[config.mk]
export PLATFORM = sky130hd
export DESIGN_NAME = regfile_mp
export DESIGN_NICKNAME = d
export VERILOG_FILES = /design/src/rtl/regfile_mp.sv
export SDC_FILE = /design/constraint.sdc
export NUM_CORES = 2
export LEC_CHECK = 0
export ABC_AREA = 1
export BUFFER_PORTS_ARGS = -buffer_cell sky130_fd_sc_hd__clkbuf_2
export CAP_MARGIN = 20
export CORE_UTILIZATION = 40
export DETAILED_ROUTE_END_ITERATION = 6
export PLACE_DENSITY_LB_ADDON = 0.25
export SLEW_MARGIN = 20
export SYNTH_ARGS = -nofsm -noshare
export SYNTH_HDL_FRONTEND = slang
export SYNTH_SLANG_ARGS = --single-unit
export TNS_END_PERCENT = 1
[constraint.sdc]
create_clock -name clk -period 44 [get_ports clk]
set_input_delay 2.2 -clock clk [delete_from_list [all_inputs] [get_ports clk]]
set_output_delay 2.2 -clock clk [all_outputs]
set_load 0.02 [all_outputs]
[src/rtl/regfile_mp.sv]
// Purpose : multi-read-port register file with a per-register busy scoreboard
// Latency : reads are combinational (0 cycles); writes and busy updates land on the next rising clk
// Backpr. : none; every write/issue strobe is accepted in the cycle it is presented
//
// Ports:
//   clk, reset              clock, asynchronous active-high reset
//   rd_addr/rd_data/rd_busy NUM_RD packed read ports (address, data, busy flag)
//   wr_en/wr_addr/wr_data   writeback port; clears busy of the written register
//   issue_en/issue_addr     decode issue port; marks destination register busy
//   busy_vec                full scoreboard, bit r = register r has an outstanding write
module regfile_mp #(
  parameter int XLEN     = 32,
  parameter int NREGS    = 32,
  parameter int NUM_RD   = 2,
  parameter int BYPASS   = 1,
  parameter int ZERO_REG = 1,
  localparam int AW      = $clog2(NREGS)
) (
  input  logic                     clk,
  input  logic                     reset,
  input  logic [NUM_RD*AW-1:0]     rd_addr,
  output logic [NUM_RD*XLEN-1:0]   rd_data,
  output logic [NUM_RD-1:0]        rd_busy,
  input  logic                     wr_en,
  input  logic [AW-1:0]            wr_addr,
  input  logic [XLEN-1:0]          wr_data,
  input  logic                     issue_en,
  input  logic [AW-1:0]            issue_addr,
  output logic [NREGS-1:0]         busy_vec
);

  logic [XLEN-1:0]  regs_q [NREGS];
  logic [XLEN-1:0]  regs_d [NREGS];
  logic [NREGS-1:0] busy_q;
  logic [NREGS-1:0] busy_d;
  logic             wr_ok;
  logic             issue_ok;

  // Register 0 swallows writes and issues when it is hardwired to zero, so its
  // storage and busy bit never leave their reset value.
  always_comb begin
    wr_ok    = wr_en && !((ZERO_REG != 0) && (wr_addr == '0));
    issue_ok = issue_en && !((ZERO_REG != 0) && (issue_addr == '0));
    regs_d   = regs_q;
    busy_d   = busy_q;
    if (wr_ok) begin
      regs_d[wr_addr] = wr_data;
      busy_d[wr_addr] = 1'b0;
    end
    // Applied after the write so a new producer supersedes the completing one.
    if (issue_ok) begin
      busy_d[issue_addr] = 1'b1;
    end
  end

  always_ff @(posedge clk or posedge reset) begin
    if (reset) begin
      for (int r = 0; r < NREGS; r++) begin
        regs_q[r] <= '0;
      end
      busy_q <= '0;
    end else begin
      regs_q <= regs_d;
      busy_q <= busy_d;
    end
  end

  assign busy_vec = busy_q;

  for (genvar i = 0; i < NUM_RD; i++) begin : g_rd
    logic [AW-1:0]   addr;
    logic [XLEN-1:0] data;
    logic            busy;

    assign addr = rd_addr[i*AW +: AW];

    always_comb begin
      data = regs_q[addr];
      busy = busy_q[addr];
      // Forwarding is suppressed during reset so reads show the cleared state.
      if ((BYPASS != 0) && wr_en && !reset && (addr == wr_addr)) begin
        data = wr_data;
        busy = 1'b0;
      end
      if ((ZERO_REG != 0) && (addr == '0)) begin
        data = '0;
        busy = 1'b0;
      end
    end

    assign rd_data[i*XLEN +: XLEN] = data;
    assign rd_busy[i]              = busy;
  end

endmodule

==> metrics.cfg <==
[run_status]
outcome = finished clean

[detailed_routing]
drt-initial-drc-count = 8318
remaining_drc_errors = 0
first_pass_iters = 6
routedWlPerCell_um = 24.55
vias = 59330
via_per_inst = 5.888
routed_wl_um = 247400
route.antenna.remaining_nets = 0

[placement]
place_congestion = 0.8903
placed_area_um2 = 60850
io_buffers = 153
hpwl_um = 137200

[logic_synthesis]
synth-edff-count = 0
synth_seq_cells = 1056
synth_area_per_cell_um2 = 7.089
ys_seq_area_frac = 0.4414
synth_area_um2 = 59860
syn_nets = 8501
synth_cell_types = 29
yosysWarnings = 0
syn_inst = 8445
async_flop_share = 1.000
synth_ff_type = dfrtp_1
ys_top_cells_by_area = dfrtp_1 44%, nand2_1 14%, o21ai_0 12%
yosys.area.top_type = dfrtp_1
synth_top_area_share = 0.4414

[final_layout]
final-seq-area_um2 = 26430
multi_input_comb_area_um2 = 27190
fin_area_um2 = 64740
n_fill_cell = 15060
layout-drive-gt1-share = 0.06522
layout_commonest_cell = nand2_1
area_growth_pct = 8.149
final_cell_mix = 2266 x nand2_1, 1398 x o21ai_0, 1056 x dfrtp_1, 804 x nand3_1, 763 x inv_1
nNetsFinal = 8106

[worst_setup_path]
reg2reg_from = busy_vec[1]
cp_max_fo = 101
cp.required_ns = 41.80
reg2reg_depth = 2
cp.arrival_ns = 6.49
r2r-end = busy_vec[1]
endpoint_kind = primary output
reg2reg_slack_ns = 42.65
criticalPathCategory = input pin to primary output
start_kind = input pin

[grt]
grt_pass1_vias = 54400
grt_overflow = 0
grt_max_degree = 216
antenna_found_initial = 20
grt_pass1_wl_um = 365000
grt_use_total = 0.3219

[sta]
final.min_clock_period_ns = 8.687
fin_crit_sh = 0.1974
max_clock_freq_mhz = 115.1
setup_violations = 0
worst_slew_pin_slew_ns = 1.190
finalHoldViolations = 0
rsz0062_at_grt = no
fin_skew_ns = 0
tns_ns = 0
maxSlewViolCount = 0
max-slew-margin-rel = 0.2048

[power]
p_leak_nw = 29.54
ir_worst_vdd_v = 0.00003315
p_per_area_nw_per_um2 = 45.44
total_power_mw = 2.942

[clock_network]
cts_tree = built
post_cts_resized = 0
clkLatencyLatePin_ns = 0.75
h-tree-depth = 3
cts-hold-fix-buffers = 0
clk_pin_slew_ns = 0.06
cts_buffers = 116
root_buffer = clkbuf_16
clockBufferDepth = 3
clkSinkCount = 1056
post_cts_buffers = 0

[min_path]
hold_path_class = flop to flop
min_from = regs_q[1017]
whs_endpoint = regs_q[1017]
worstHoldPathCells = 0

[die]
rows = 141
die_h_um = 388.9
die_area_um2 = 151200
start_util = 0.4040
io_pins = 154
coreArea_um2 = 148200
dieWidth_um = 388.9

[run]
cap_violations = 0

power breakdown:
group | switching, mW | internal [mW] | leakage (nW)
Sequential | 0.114 | 1.18 | 12.6
Combinational | 0.441 | 0.205 | 15.0
Clock | 0.426 | 0.576 | 1.90
synth_stat cells (45+ instances only):
master / number
nand2_1: 2269
o21ai_0: 1398
dfrtp_1: 1056
nand3_1: 807
inv_1: 769
a21oi_1: 570
o211ai_1: 381
clkbuf_1: 351
buf_2: 316
nor2_1: 293
buf_1: 71
buf_4: 45
cell families (layout without fill, tap and decap cells):
| group | count (synthesis) | in the layout | synth area share |
|---|---|---|---|
| xor gates and xnor gates | 1 | 1 | 0.0001463 |
| AOI/OAI and AO/OA | 2393 | 2393 | 0.2164 |
| buffers and inverters | 1573 | 1270 | 0.1082 |
| other | 0 | 5 | 0 |
| and+or+nand+nor | 3422 | 3422 | 0.2338 |
| DFF | 1056 | 1056 | 0.4414 |
worst max path at each step:
stage | start | endpoint | slack (ns) | cells after the start
3_3_place_gp | rd_addr[5] | rd_data[62] | 35.41 | 13
2_1_floorplan | reset | busy_vec[0] | 12.06 | 1
3_5_place_dp | rd_addr[5] | rd_data[62] | 35.42 | 13
4_1_cts | rd_addr[5] | rd_data[62] | 35.41 | 13
5_1_grt | rd_addr[5] | rd_data[62] | 35.04 | 13
6_report | rd_addr[5] | rd_data[62] | 35.31 | 13
cell type report:
| cell class | count | share of cell area |
|---|---|---|
| inverters | 787 | 0.04619 |
| clock buffers | 182 | 0.05459 |
| multi-input cells | 5816 | 0.4199 |
| repair buffers | 273 | 0.02910 |
| diodes | 5 | 0.0001933 |
| well taps | 1930 | 0.03730 |
| clock inverters | 28 | 0.004561 |
| flip-flops and latches | 1056 | 0.4082 |
stage by stage:
step / cells / utilization / worst slack, ns / hold slack, ns
floorplan: 8445 / - / 12.06 / 0.4371
global placement: 9856 / 0.4100 / 35.41 / 0.3751
global route: 10070 / 0.4368 / 35.04 / 0.4058
detailed placement: 9860 / 0.4106 / 35.42 / 0.3807
CTS: 10070 / 0.4365 / 35.41 / 0.3939
finish: 10080 / 0.4369 / 35.31 / 0.3909
routing by layer:
layer	global-route usage	vias to the layer above	wire (µm)
met5	0	-	126
met4	0.1480	20	12290
met3	0.07516	664	29620
met2	0.4778	3546	104500
met1	0.4439	28210	100900
li1	-	26890	-
worst max-delay path, stage by stage:
cell and delay (ns):
buf_8 0.31, buf_4 0.76, buf_4 0.82, buf_4 0.89, nand2_1 0.11, nand3_1 0.12, nand3_1 0.09, nand2_1 0.11
nand2_1 0.05, nand3_1 0.10, nand2_1 0.09, a21oi_1 0.33, clkbuf_2 0.25
sequential cells by signal, indices dropped and copies added (netlist names):
signal and count:
busy_vec 32, regs_q 1024
Power figures use the tool's default switching activity.
